File: config.mk
export PLATFORM = sky130hd
export DESIGN_NAME = pwm_fade_ctrl
export DESIGN_NICKNAME = d
export VERILOG_FILES = /design/src/rtl/pwm_fade_ctrl.sv
export SDC_FILE = /design/constraint.sdc
export NUM_CORES = 1
export LEC_CHECK = 0
export CORE_MARGIN = 2
export CORE_UTILIZATION = 40
export CTS_BUF_LIST = sky130_fd_sc_hd__clkbuf_16
export CTS_CLUSTER_SIZE = 14
export DETAILED_ROUTE_END_ITERATION = 16
export PLACE_DENSITY_LB_ADDON = 0.2
export SKIP_LAST_GASP = 1
export SYNTH_ARGS = -nofsm -noshare
export SYNTH_HDL_FRONTEND = slang
export SYNTH_SLANG_ARGS = --single-unit
File: constraint.sdc
create_clock -name clk -period 5.9 [get_ports clk]
set_clock_uncertainty 0.1 [all_clocks]
set_input_delay 0.59 -clock clk [delete_from_list [all_inputs] [get_ports clk]]
set_output_delay 0.59 -clock clk [all_outputs]
set_load 0.005 [all_outputs]
File: src/rtl/pwm_fade_ctrl.sv
// rtl/pwm_fade_ctrl.sv - PWM duty ramp sequencer that updates duty only on period boundaries.
// Optional breathe mode (continuous up/down ramping) is enabled by defining PWM_FADE_BREATHE_EN.
module pwm_fade_ctrl #(
    parameter int BITS      = 8,
    parameter int RATE_BITS = 8
) (
    input  logic                 clk,
    input  logic                 rst,
    input  logic                 cfg_valid,
    output logic                 cfg_ready,
    input  logic [BITS-1:0]      cfg_target,
    input  logic [BITS-1:0]      cfg_step,
    input  logic [RATE_BITS-1:0] cfg_rate,
`ifdef PWM_FADE_BREATHE_EN
    input  logic                 cfg_loop,
`endif
    input  logic                 abort,
    output logic [BITS-1:0]      duty,
    output logic                 busy,
    output logic                 done,
    output logic                 wrap
);

    typedef enum logic {S_IDLE, S_RAMP} state_t;

    state_t               r_state;
    state_t               w_state_nxt;
    logic [BITS-1:0]      r_pcnt;
    logic [RATE_BITS-1:0] r_rcnt;
    logic [RATE_BITS-1:0] r_rate;
    logic [BITS-1:0]      r_duty;
    logic [BITS-1:0]      r_target;
    logic [BITS-1:0]      r_step;
    logic                 r_done;
    logic                 w_accept;
    logic                 w_step_evt;
    logic                 w_up;
    logic [BITS-1:0]      w_diff;
    logic [BITS-1:0]      w_stepped;
    logic                 w_hit;
    logic                 w_loop;
    logic [BITS-1:0]      w_cfg_step;

`ifdef PWM_FADE_BREATHE_EN
    logic                 r_loop;
    logic [BITS-1:0]      r_origin;
    assign w_loop = r_loop;
`else
    assign w_loop = 1'b0;
`endif

    assign wrap       = (r_pcnt == {BITS{1'b1}});
    assign cfg_ready  = (r_state == S_IDLE);
    assign busy       = (r_state == S_RAMP);
    assign done       = r_done;
    assign duty       = r_duty;
    assign w_accept   = cfg_valid && cfg_ready;
    assign w_cfg_step = (cfg_step == '0) ? {{(BITS-1){1'b0}}, 1'b1} : cfg_step;

    // Saturating step toward target: clamp when remaining distance fits in one step.
    always_comb begin
        w_up       = 1'b0;
        w_diff     = '0;
        w_stepped  = r_duty;
        w_step_evt = (r_state == S_RAMP) && !abort && wrap && (r_rcnt == r_rate);
        w_up       = (r_target > r_duty);
        w_diff     = w_up ? (r_target - r_duty) : (r_duty - r_target);
        if (w_diff <= r_step)
            w_stepped = r_target;
        else if (w_up)
            w_stepped = r_duty + r_step;
        else
            w_stepped = r_duty - r_step;
        w_hit = w_step_evt && (w_stepped == r_target);
    end

    always_comb begin
        w_state_nxt = r_state;
        case (r_state)
            S_IDLE: if (w_accept && (cfg_target != r_duty)) w_state_nxt = S_RAMP;
            S_RAMP: begin
                if (abort)
                    w_state_nxt = S_IDLE;
                else if (w_hit && !w_loop)
                    w_state_nxt = S_IDLE;
            end
            default: w_state_nxt = S_IDLE;
        endcase
    end

    always_ff @(posedge clk) begin
        if (rst) begin
            r_state  <= S_IDLE;
            r_pcnt   <= '0;
            r_rcnt   <= '0;
            r_rate   <= '0;
            r_duty   <= '0;
            r_target <= '0;
            r_step   <= '0;
            r_done   <= 1'b0;
`ifdef PWM_FADE_BREATHE_EN
            r_loop   <= 1'b0;
            r_origin <= '0;
`endif
        end else begin
            r_state <= w_state_nxt;
            r_pcnt  <= r_pcnt + 1'b1;
            r_done  <= 1'b0;
            if (w_accept) begin
                r_target <= cfg_target;
                r_step   <= w_cfg_step;
                r_rate   <= cfg_rate;
                r_rcnt   <= '0;
`ifdef PWM_FADE_BREATHE_EN
                r_loop   <= cfg_loop;
                r_origin <= r_duty;
`endif
                if (cfg_target == r_duty)
                    r_done <= 1'b1;
            end else if ((r_state == S_RAMP) && !abort && wrap) begin
                if (r_rcnt == r_rate) begin
                    r_rcnt <= '0;
                    r_duty <= w_stepped;
                    if (w_hit) begin
`ifdef PWM_FADE_BREATHE_EN
                        if (r_loop) begin
                            r_target <= r_origin;
                            r_origin <= r_target;
                        end else begin
                            r_done <= 1'b1;
                        end
`else
                        r_done <= 1'b1;
`endif
                    end
                end else begin
                    r_rcnt <= r_rcnt + 1'b1;
                end
            end
        end
    end

endmodule

Yosys cells after proc, flatten, opt, wreduce, memory -nomap -nowiden
Index checks and enable logic that the tools add are counted.

Bits in registers: 50. Output and inout port bits: 12.

Bitwise logic cells: 2. Reduce and logical (&&, ||, !) cells: 10. Magnitude comparators: 2. Equality and inequality tests: 5. Mux-type cells: 14. Add/sub/neg operators: 6.

Operators with widths (count): two-way mux 8 bit (5); == test 8 bit (3); subtractor 8 bit (3); adder 8 x 1 -> 8 bit (second input constant) (2); adder 8 bit (1); == test 8 bit (second input constant) (1); > comparator 8 bit (1); less-or-equal comparator 8 bit (1); zero test 8 bit (1); two-way mux 1 bit (8); != test 8 bit (1); logical AND 1 bit (6); AND reduction 3 bit (1); NOT 1 bit (2); case mux 1 bit (2 select lines) (1); OR reduction 2 bit (1); zero test 1 bit (1).

Depth between registers and ports, before layout
Depth after elaboration: 10. Gate-level depth with buffers: 20.

Worst setup path before layout
OpenSTA, ideal clock, no wires.

Path type: reg2reg. Start point: register r_duty[1], in the netlist duty[1]. End point: register r_state, in the netlist busy. Clock period less this slack: 4.150 ns. Slack: 1.750 ns. Path buffers: 0. Required time: 5.668 ns. Arrival: 3.918 ns. Cell stages (with the launch flop): 17. Setup time: 0.132 ns. Path through: dfxtp_1 > inv_1 > fa_1 > nand3_1 > a21oi_2 > o21ai_2 > inv_1 > o21ai_0 > inv_1 > ha_1 > nor2b_4 > o2111a_1 > or2_1 > o41ai_4 > xor3_1 > o41ai_2 > nor3_1.

Word-level cells in the longest chain between the ends: 9. Elaborated cells on any way between the ends: 17. Those cells by class: add/sub: 4; order compare: 2; eq/ne: 2; mux: 7; reduce/logical: 2.

RTL lines: start: declaration (line 31) `logic [BITS-1:0] r_duty;`; start signal: assignment (line 123) `r_duty <= w_stepped;`; subtractor 8 bit or > comparator 8 bit (tied branches) (line 67, 66); two-way mux 8 bit (line 67) `w_diff = w_up ? (r_target - r_duty) : (r_duty - r_target);`; less-or-equal comparator 8 bit (line 68) `if (w_diff <= r_step)`; two-way mux 8 bit (line 68); == test 8 bit (line 74) `w_hit = w_step_evt && (w_stepped == r_target);`; logical AND 1 bit (line 74); two-way mux 1 bit (line 84) `else if (w_hit && !w_loop)`; two-way mux 1 bit (line 82) `if (abort)`; case mux 1 bit (2 select lines) (*) (line 79) `case (r_state)`; end signal: assignment (line 106) `r_state <= w_state_nxt;`; end: declaration (line 26) `state_t r_state;`.

Mark *: on every way between the ends. The rest lies on a longest branch, timed or not. A chain may end at the register's enable or synchronous reset.

Worst setup path after layout
Start point: register r_duty[1], in the netlist duty[1]. End point: register r_done, in the netlist done.

Word-level cells in the longest chain between the ends: 10. Elaborated cells on any way between the ends: 17. Those cells by class: add/sub: 4; order compare: 2; eq/ne: 2; mux: 8; reduce/logical: 1.

RTL lines: subtractor 8 bit or > comparator 8 bit (tied branches) (line 67, 66); two-way mux 8 bit (line 67); less-or-equal comparator 8 bit (line 68); two-way mux 8 bit (line 68); == test 8 bit (line 74); logical AND 1 bit (line 74); two-way mux 1 bit (line 124) `if (w_hit) begin`; two-way mux 1 bit (line 121) `if (r_rcnt == r_rate) begin`; two-way mux 1 bit (line 120) `end else if ((r_state == S_RAMP) && !abort && wrap) begin`; two-way mux 1 bit (*) (line 109) `if (w_accept) begin`; end signal: assignment (line 108) `r_done <= 1'b0;`; end signal: assignment (line 119) `r_done <= 1'b1;`; end signal: assignment (line 133) `r_done <= 1'b1;`; end: declaration (line 34) `logic r_done;`.

Marks and branches as above.

==> results.json <==
{
  "worst_pin_slew_ns": 0.9271,
  "postCtsSetupBuffers": 0,
  "cts_inserted_buffers": 5,
  "outcome": "completed",
  "drt_iter0_drc": 182,
  "dpl.hpwl_mm": 6.793,
  "critical_path.max_fanout": 14,
  "ys_ff_latch": 50,
  "m1WireLength_mm": 4.263,
  "r2r_slack_ns": 0.76,
  "netlist_area_mm2": 0.003605,
  "cts_root_buffer": "clkbuf_16",
  "drc": 0,
  "viasPerCell": 5.388,
  "detail-route-antenna-nets": 0,
  "core_area_mm2": 0.008721,
  "synthCells": 444,
  "fmax_ghz": 0.1946,
  "grt_overflow": 0,
  "start_kind": "flop",
  "postSynthAreaPerCell_um2": 8.119,
  "yosysWarnings": 0,
  "nFillCells": 842,
  "cts_resized": 0,
  "synthTopCellsByArea": "dfxtp_1 28%, ha_1 11%, nand2_1 7.0%",
  "dieArea_mm2": 0.009787,
  "ctsHoldBuffers": 0,
  "dr_total_vias": 3152,
  "met3_length_um": 354,
  "finalNetCount": 540,
  "end_kind": "flop",
  "crit_required_ns": 6.03,
  "areaGrowthSynthToFinish_pct": 16.80,
  "grt_pass1_wl_mm": 14.41,
  "drv_slew": 0,
  "cts_htree_levels": 2,
  "layout-drive-gt1-share_pct": 5.660,
  "synth.top_cell.area_share_pct": 27.77,
  "period_needed_ns": 5.138,
  "layout_common_cells": "67 x nand2_1, 50 x dfxtp_1, 41 x a21oi_1",
  "rsz0062_at_grt": "false",
  "cts_buffer_depth": 2,
  "port_buffers": 39,
  "antenna_found_initial": 0,
  "fin_setup_tns_ns": 0,
  "maxSlewHeadroom_pct": 38.00,
  "hold_ws_ns": 0.3658,
  "cap_violations": 0,
  "synth_area_leader_cell": "dfxtp_1",
  "finalHoldViolCount": 0,
  "async_flop_share_pct": 0,
  "row_count": 34,
  "drt_wl_total_mm": 8.647,
  "start_util_pct": 41.33,
  "num_antenna_cells": 0,
  "top_level_ports": 40,
  "synth-edff-count": 0,
  "die_height_um": 98.93,
  "p_leak_nw": 1.695,
  "report.power.total_mw": 1.028,
  "cp.arrival_ns": 5.27,
  "powerDensity_mw_per_mm2": 244.2,
  "synthDistinctLibCells": 57,
  "ys.flop_type": "dfxtp_1",
  "grt_pass1_vias": 3025,
  "track_usage_pct": 17.96,
  "insertion_delay_ns": 0.29,
  "routedWlPerCell_um": 14.78,
  "cts_sinks": 50,
  "chipWidth_um": 98.93,
  "dr.pass1.iters": 5,
  "grt_max_degree": 27,
  "syn_nets": 508,
  "hold_class": "reg2reg",
  "top_layer": "met4",
  "finalInstanceArea_mm2": 0.004210,
  "finalCritPeriodShare_pct": 87.09,
  "clk_pin_slew_ns": 0.06,
  "cts_tree": "done",
  "irDropWorstVdd_v": 0.0001395,
  "dpl_cell_area_mm2": 0.004073,
  "worstSetupPathType": "reg2reg",
  "wl_met2_mm": 3.848,
  "final_common_cell": "nand2_1",
  "synth_seq_area_share_pct": 27.77,
  "setup_viol": 0,
  "gp_congestion": 0.9310
}
[state kept, by name, summed over array words and instances, names as in the netlist]
register,flops
done,1
duty,8
r_pcnt,8
r_rate,8
r_target,8
r_step,8
r_rcnt,8
busy,1
[synthesized netlist by cell type, drive strengths merged (3+ instances only)]
master,instances
buf,5
nand4,7
nand2,67
nor2,33
and2,3
dfxtp,50
a211oi,7
o22ai,3
inv,33
xor2,26
nand3,11
mux2i,10
clkbuf,11
o21bai,3
ha,33
a21o,4
or2,4
fa,3
nor4,9
o21ai,11
or3,5
nor3,9
a21oi,44
xnor2,23
nor2b,7
[final timing paths]
check	startpoint	end	depth (start not counted)
hold / removal	r_pcnt[0]$_SDFF_PP0_	r_pcnt[0]$_SDFF_PP0_	1
hold reg to reg	r_pcnt[0]$_SDFF_PP0_	r_pcnt[0]$_SDFF_PP0_	1
setup reg to reg	duty[1]$_SDFFE_PP0P_	done$_SDFF_PP0_	16
setup / recovery	duty[1]$_SDFFE_PP0P_	done$_SDFF_PP0_	16
[cells by family (layout without fill, tap and decap cells)]
family	Yosys count	after routing	share of synthesized area (%)
AND/OR/NAND/NOR	158	158	20.83
AO/OA/AOI/OAI	91	91	17.22
XOR/XNOR	50	50	12.77
flip-flops	50	50	27.77
buffers and inverters	49	82	5.519
adder cells (fa/ha/maj)	36	36	13.12
multiplexers	10	10	2.777
[stage by stage]
stage / utilization [%] / std cells / setup WS [ns]
after floorplan: - / 444 / 1.750
after global placement: 46.70 / 577 / 0.8717
after detailed placement: 46.70 / 577 / 0.7626
after CTS: 48.28 / 585 / 0.7627
after global routing: 48.28 / 585 / 0.3600
final: 48.28 / 585 / 0.7620
[critical path, stage by stage (launching register included)]
cell and delay, ns:
dfxtp_1 0.48, inv_1 0.17, fa_1 0.47, nand3_1 0.14
a21oi_2 0.10, o21ai_2 0.56, inv_1 0.26, o21ai_0 0.42
inv_1 0.09, ha_1 0.29, nor2b_4 0.13, o2111a_1 0.27
or2_1 0.27, o41ai_4 0.32, xor3_1 0.40, o41ai_2 0.47
o21a_1 0.15
[cell type report]
cell class,count,area (um^2),area share (%)
flip-flops and latches,50,1001,23.77
clock buffers,5,125.1,2.972
repair buffers,41,405.4,9.629
clock inverters,3,12.51,0.2972
well taps,108,135.1,3.210
multi-input cells,345,2407,57.18
inverters,33,123.9,2.942
[per-layer routing]
layer / vias up / GRT usage [%]
li1: 1598 / -
met1: 1471 / 24.88
met2: 69 / 28.90
met3: 14 / 2.624
met4: 0 / 5.585
met5: - / 0
[where the power goes]
group / total, mW / internal [mW] / switching [mW] / leakage, nW
registers: 0.365 / 0.350 / 0.0147 / 0.408
clock network: 0.277 / 0.154 / 0.123 / 0.0724
logic: 0.386 / 0.175 / 0.211 / 1.22
(Power assumes the default switching activity.)
